**config.mk**
```make
export PLATFORM = sky130hd
export DESIGN_NAME = fp_regfile_mp
export DESIGN_NICKNAME = d
export VERILOG_FILES = /design/src/rtl/fp_rf_pkg.sv /design/src/rtl/fp_rf_scoreboard.sv /design/src/rtl/fp_regfile_mp.sv
export SDC_FILE = /design/constraint.sdc
export NUM_CORES = 2
export LEC_CHECK = 0
export CORE_UTILIZATION = 35
export DETAILED_ROUTE_END_ITERATION = 8
export GPL_TIMING_DRIVEN = 0
export MAX_ROUTING_LAYER = met4
export PLACE_DENSITY = 0.52
export SKIP_CTS_REPAIR_TIMING = 1
export SLEW_MARGIN = 20
export SYNTH_ARGS = -nofsm -noshare
export SYNTH_HDL_FRONTEND = slang
export SYNTH_SLANG_ARGS = --single-unit
```
**constraint.sdc**
```tcl
create_clock -name clk -period 3.2 [get_ports clk]
set_input_delay 0.96 -clock clk [delete_from_list [all_inputs] [get_ports clk]]
set_output_delay 0.96 -clock clk [all_outputs]
set_load 0.05 [all_outputs]
```
**src/rtl/fp_rf_pkg.sv**
```systemverilog
// Shared defaults and types for the multi-ported FP register file.
// Optional same-cycle write-to-read bypass: FP_RF_BYPASS_EN.
package fp_rf_pkg;

    localparam int FP_XLEN  = 32;
    localparam int FP_NREGS = 32;
    localparam int FP_NRD   = 3;
    localparam int FP_NWR   = 2;
    localparam int FP_AW    = $clog2(FP_NREGS);

    typedef logic [FP_AW-1:0] fp_rf_addr_t;

endpackage

```
**src/rtl/fp_rf_scoreboard.sv**
```systemverilog
// Per-register busy bits: set on issue, cleared on writeback or flush.
// Read-side busy comes from registered state only.
module fp_rf_scoreboard
    import fp_rf_pkg::*;
#(
    parameter int NREGS = FP_NREGS,
    parameter int NRD   = FP_NRD,
    parameter int NWR   = FP_NWR
) (
    input  logic                                clk,
    input  logic                                rst,
    input  logic [NRD-1:0][$clog2(NREGS)-1:0]   frs_addr,
    output logic [NRD-1:0]                      frs_busy,
    input  logic [NWR-1:0]                      frd_en,
    input  logic [NWR-1:0][$clog2(NREGS)-1:0]   frd_addr,
    input  logic                                sb_set_en,
    input  logic [$clog2(NREGS)-1:0]            sb_set_addr,
    input  logic                                flush
);

    logic [NREGS-1:0] busy_q;
    logic [NREGS-1:0] busy_d;

    // Order matters: writeback clear, then issue set, then flush wipes all.
    always_comb begin
        busy_d = busy_q;
        for (int w = 0; w < NWR; w++) begin
            if (frd_en[w]) busy_d[frd_addr[w]] = 1'b0;
        end
        if (sb_set_en) busy_d[sb_set_addr] = 1'b1;
        if (flush) busy_d = '0;
    end

    always_ff @(posedge clk) begin
        if (rst) busy_q <= '0;
        else     busy_q <= busy_d;
    end

    always_comb begin
        frs_busy = '0;
        for (int p = 0; p < NRD; p++) begin
            frs_busy[p] = busy_q[frs_addr[p]];
        end
    end

endmodule

```
**src/rtl/fp_regfile_mp.sv**
```systemverilog
// Multi-ported FP register file with issue scoreboard.
// Define FP_RF_BYPASS_EN to forward same-cycle writes to the read ports.
module fp_regfile_mp
    import fp_rf_pkg::*;
#(
    parameter int XLEN  = FP_XLEN,
    parameter int NREGS = FP_NREGS,
    parameter int NRD   = FP_NRD,
    parameter int NWR   = FP_NWR
) (
    input  logic                                clk,
    input  logic                                rst,
    input  logic [NRD-1:0][$clog2(NREGS)-1:0]   frs_addr,
    output logic [NRD-1:0][XLEN-1:0]            frs_data,
    output logic [NRD-1:0]                      frs_busy,
    input  logic [NWR-1:0]                      frd_en,
    input  logic [NWR-1:0][$clog2(NREGS)-1:0]   frd_addr,
    input  logic [NWR-1:0][XLEN-1:0]            frd_data,
    input  logic                                sb_set_en,
    input  logic [$clog2(NREGS)-1:0]            sb_set_addr,
    input  logic                                flush
);

    logic [XLEN-1:0] regs_q [NREGS];
    logic [NRD-1:0]  sb_busy;

    // Later ports overwrite earlier ones, so the highest index wins.
    always_ff @(posedge clk) begin
        if (rst) begin
            for (int i = 0; i < NREGS; i++) regs_q[i] <= '0;
        end else begin
            for (int w = 0; w < NWR; w++) begin
                if (frd_en[w]) regs_q[frd_addr[w]] <= frd_data[w];
            end
        end
    end

    fp_rf_scoreboard #(
        .NREGS (NREGS),
        .NRD   (NRD),
        .NWR   (NWR)
    ) u_sb (
        .clk         (clk),
        .rst         (rst),
        .frs_addr    (frs_addr),
        .frs_busy    (sb_busy),
        .frd_en      (frd_en),
        .frd_addr    (frd_addr),
        .sb_set_en   (sb_set_en),
        .sb_set_addr (sb_set_addr),
        .flush       (flush)
    );

`ifdef FP_RF_BYPASS_EN
    logic [NRD-1:0] hit;

    always_comb begin
        frs_data = '0;
        frs_busy = '0;
        hit      = '0;
        for (int p = 0; p < NRD; p++) begin
            frs_data[p] = regs_q[frs_addr[p]];
            for (int w = 0; w < NWR; w++) begin
                if (frd_en[w] && frd_addr[w] == frs_addr[p]) begin
                    frs_data[p] = frd_data[w];
                    hit[p]      = 1'b1;
                end
            end
            // A completing writeback reads as free unless reissued now.
            if (hit[p] && !(sb_set_en && sb_set_addr == frs_addr[p]))
                frs_busy[p] = 1'b0;
            else
                frs_busy[p] = sb_busy[p];
        end
    end
`else
    always_comb begin
        frs_data = '0;
        for (int p = 0; p < NRD; p++) begin
            frs_data[p] = regs_q[frs_addr[p]];
        end
        frs_busy = sb_busy;
    end
`endif

endmodule

```
==> summary by stage <==
Critical path
For flop-to-flop paths, the worst setup slack is 2230 ps. The critical path is of the input pin to output pin type. The largest fanout of any net on the critical path is 10. The type of element launching the critical path is an input pin.

The required time at the endpoint of the critical path is 2240 ps. The worst path arrival time is 2990 ps. The critical path endpoint category is an output pin.

Layout
The filler-free cell count of the finished design is 9,717. The most common cell after layout, fill and taps aside is sky130_fd_sc_hd__mux2i_1. The ratio of cells with drive above 1 in the final layout is 24.4%. With fillers left out, the area of the finished cells amounts to 92,900 um^2. Summing all multi-input logic gate instances after layout gives 41,500 um^2. The net count of the finished layout is 6,981.

The layout overhead on the synthesized area is 30.7%. Leaving out fill and tap cells, the most frequent cells in the layout are sky130_fd_sc_hd__mux2i_1 (1,566), sky130_fd_sc_hd__a22o_1 (1,193), sky130_fd_sc_hd__edfxtp_1 (1,024). The filler cell count in the final layout is 18,600. The sequential cell area is 31,400 um^2.

Yosys
For this run, asynchronously set or reset flops after synthesis account for 0%. Counting flops with a built-in enable in the synthesized netlist gives 1,024. After synthesis, the netlist uses 47 different library cells. Synthesis produced 6,372 cells. The average instance in the mapped netlist occupies 11.2 um^2. The yosys synthesis warning count is 0. The cell area after synthesis is 71,100 um^2. Counting every net in the synthesized netlist gives 6,472. The proportion of synthesized chip area in sequential cells is 44.2%. The dominant register cell in the synthesized netlist is sky130_fd_sc_hd__edfxtp_1.

Counting flops and latches in the post-synthesis netlist gives 1,056.

Clock network
After clock tree synthesis, the clock-pin slew on the worst setup and hold paths is 50 ps. The clock drives 1,056 sinks. The clock tree root buffer cell is sky130_fd_sc_hd__clkbuf_16. Counting the buffers created by CTS gives 138. The clock latency on the worst-skew pair is 840 ps.

The clock tree synthesis step divided the H-tree into 4 levels. The maximum clock insertion buffer count is 3. The clock tree from TritonCTS is built.

GRT
The initial antenna violation count is 35. Global routing used 44.8% of the available tracks across all layers. The first global-routing pass estimated 594,000 um of wire. The number of global-route vias before repair is 63,700. The total congestion overflow after global routing is 0. Entering global routing, the biggest net connects 33 pins.

Detailed routing
The number of remaining DRC errors is 0. The first routing iteration left 10,700 violations. The routed layout has 69,800 vias. The first detailed-routing pass took 9 iterations. The aggregate routed wire length is 472,000 um. Dividing the detail-routed via count by the number of cells gives 7.18.

The number of antenna-violating nets in the routed design is 0. The average wire per standard cell is 48.6 um.

STA
The worst-case headroom to the max-slew limit is 6.62%. The worst path uses 124% of the clock period. The count of pins over their slew limit is 0. The minimum clock period is 3950 ps. The setup-violating endpoint count in the final report is 410. The number of hold violations in the final report was 0.

The setup skew after layout is 0 ps. Setup repair after global routing could not meet its margin everywhere. The slew at the pin closest to its max-slew limit is 1400 ps. Static timing analysis puts the maximum clock frequency at 0.253 GHz. The post-layout worst setup margin is -754 ps.

Power and ir drop
IR analysis of the VDD net gives a maximum drop of 656 uV. The standby leakage power is 36.2 nW. Power spread over the standard cell area amounts to 464 nW/um^2.

Floorplan
The initial utilization of the core area, before any placement, comes to 35.2%. The area inside the core boundary is 202,000 um^2. The die covers 205,000 um^2. The floorplan step set the die height to 453 um. The chip width is 453 um. Row generation in the floorplan step produced 165 rows.

For this design the top-level I/O count stands at 199.

Status
The flow ran to the end, but the final reports show violations. The checks that failed: negative setup slack.

Place
Summed over all nets, the half-perimeter wirelength after detailed placement is 344,000 um. During placement, the flow inserted port buffers numbering 190. The total placed instance area is 80,000 um^2. OpenSTA, run right after detailed placement, puts the worst setup slack at -3310 ps. The number of placed instances with taps included is 9,328. The weighted congestion at the end of routability-driven global placement is 1.07.

Run
The max-capacitance violation count is 0.

Hold path
The worst min-delay path category is register to register.
-- through the flow --
stage	setup TNS [ps]	hold WS [ps]	total power, mW	util (%)
3_5_place_dp	-1211930	568	25.6	39.6
5_1_grt	-81710	619	43.3	46.0
6_report	-101270	582	43.1	46.0
4_1_cts	-299030	578	40.8	41.7
3_3_place_gp	-3573890	562	25.4	38.6
2_1_floorplan	-5930	524	21.5	-
-- synth_stat cells, types with 5 or more instances --
master                     count  share of area, %
sky130_fd_sc_hd__nor2_1       70              0.37
sky130_fd_sc_hd__and2_1        5             0.044
sky130_fd_sc_hd__a32oi_1       5             0.062
sky130_fd_sc_hd__nor3_1      116              0.82
sky130_fd_sc_hd__nor3b_1       7             0.074
sky130_fd_sc_hd__nor3_2       33              0.46
sky130_fd_sc_hd__a31oi_1      99              0.87
sky130_fd_sc_hd__a22oi_1     324               3.4
sky130_fd_sc_hd__buf_1        46              0.24
sky130_fd_sc_hd__or2_2         5             0.044
sky130_fd_sc_hd__nand2_1     314               1.7
sky130_fd_sc_hd__buf_4        10              0.11
sky130_fd_sc_hd__nor2b_1       7             0.062
sky130_fd_sc_hd__dfxtp_1      32              0.90
sky130_fd_sc_hd__nand3b_1      6             0.063
sky130_fd_sc_hd__a22o_1     1222                15
sky130_fd_sc_hd__clkbuf_1    422               2.2
sky130_fd_sc_hd__nand3_1     300               2.1
sky130_fd_sc_hd__mux2i_1    1584                22
sky130_fd_sc_hd__buf_6        21              0.33
sky130_fd_sc_hd__and3b_1       5             0.062
sky130_fd_sc_hd__nand2b_1     36              0.32
sky130_fd_sc_hd__buf_2       315               2.2
sky130_fd_sc_hd__edfxtp_1   1024                43
sky130_fd_sc_hd__a21oi_1     324               2.3
-- worst max-delay path, stage by stage --
cell and delay, ps:
sky130_fd_sc_hd__buf_4 140, sky130_fd_sc_hd__nor2_4 60, sky130_fd_sc_hd__buf_12 140, sky130_fd_sc_hd__clkbuf_4 240, sky130_fd_sc_hd__a22o_2 340, sky130_fd_sc_hd__nor3_4 610
sky130_fd_sc_hd__a31oi_2 140, sky130_fd_sc_hd__nand3_4 140, sky130_fd_sc_hd__buf_6 180
-- power by group --
group	switching (mW)	internal (mW)
registers	0.736	16.0
logic	7.09	3.55
clock network	6.90	8.78
total	14.7	28.4
-- sequential cells by signal, summed over array words and instances, names as in the netlist --
name and cells:
u_sb.busy_q 32, regs_q 1024
-- metal layers --
layer  share of wire [%]  vias up  global-route usage (%)
li1                    -    26500                       -
met1                  35    35000                    51.4
met2                  41     6214                    62.5
met3                  12     2010                    13.9
met4                  11        0                    40.1
met5                   0        -                       -
-- final cells by class --
type                       instances  area share [%]
antenna                           57           0.154
buffer                           810            7.72
clock buffer                     176            4.02
clock inverter                    71           0.574
multi-input combinational       4502            44.7
sequential                      1056            33.8
tap                             2672            3.60
timing repair buffer             373            5.46
-- logic make-up (layout without fill, tap and decap cells) --
| family | Yosys count | after routing | share of synthesized area, % |
|---|---|---|---|
| buf+inv | 814 | 1430 | 5.13 |
| mux | 1584 | 1584 | 22.3 |
| other cells | 0 | 57 | 0 |
| simple gates | 941 | 941 | 6.64 |
| compound gates | 1977 | 1977 | 21.7 |
| flops | 1056 | 1056 | 44.2 |
-- worst paths after layout --
| check | cells after the start | endpoint | from |
|---|---|---|---|
| hold / removal | 2 | u_sb.busy_q[1] | u_sb.busy_q[1] |
| setup / recovery | 9 | frs_data[85] | frs_addr[12] |
| setup reg to reg | 2 | u_sb.busy_q[10] | u_sb.busy_q[10] |
| hold reg to reg | 2 | u_sb.busy_q[1] | u_sb.busy_q[1] |
Note: power is estimated with default switching activity, not from simulation.
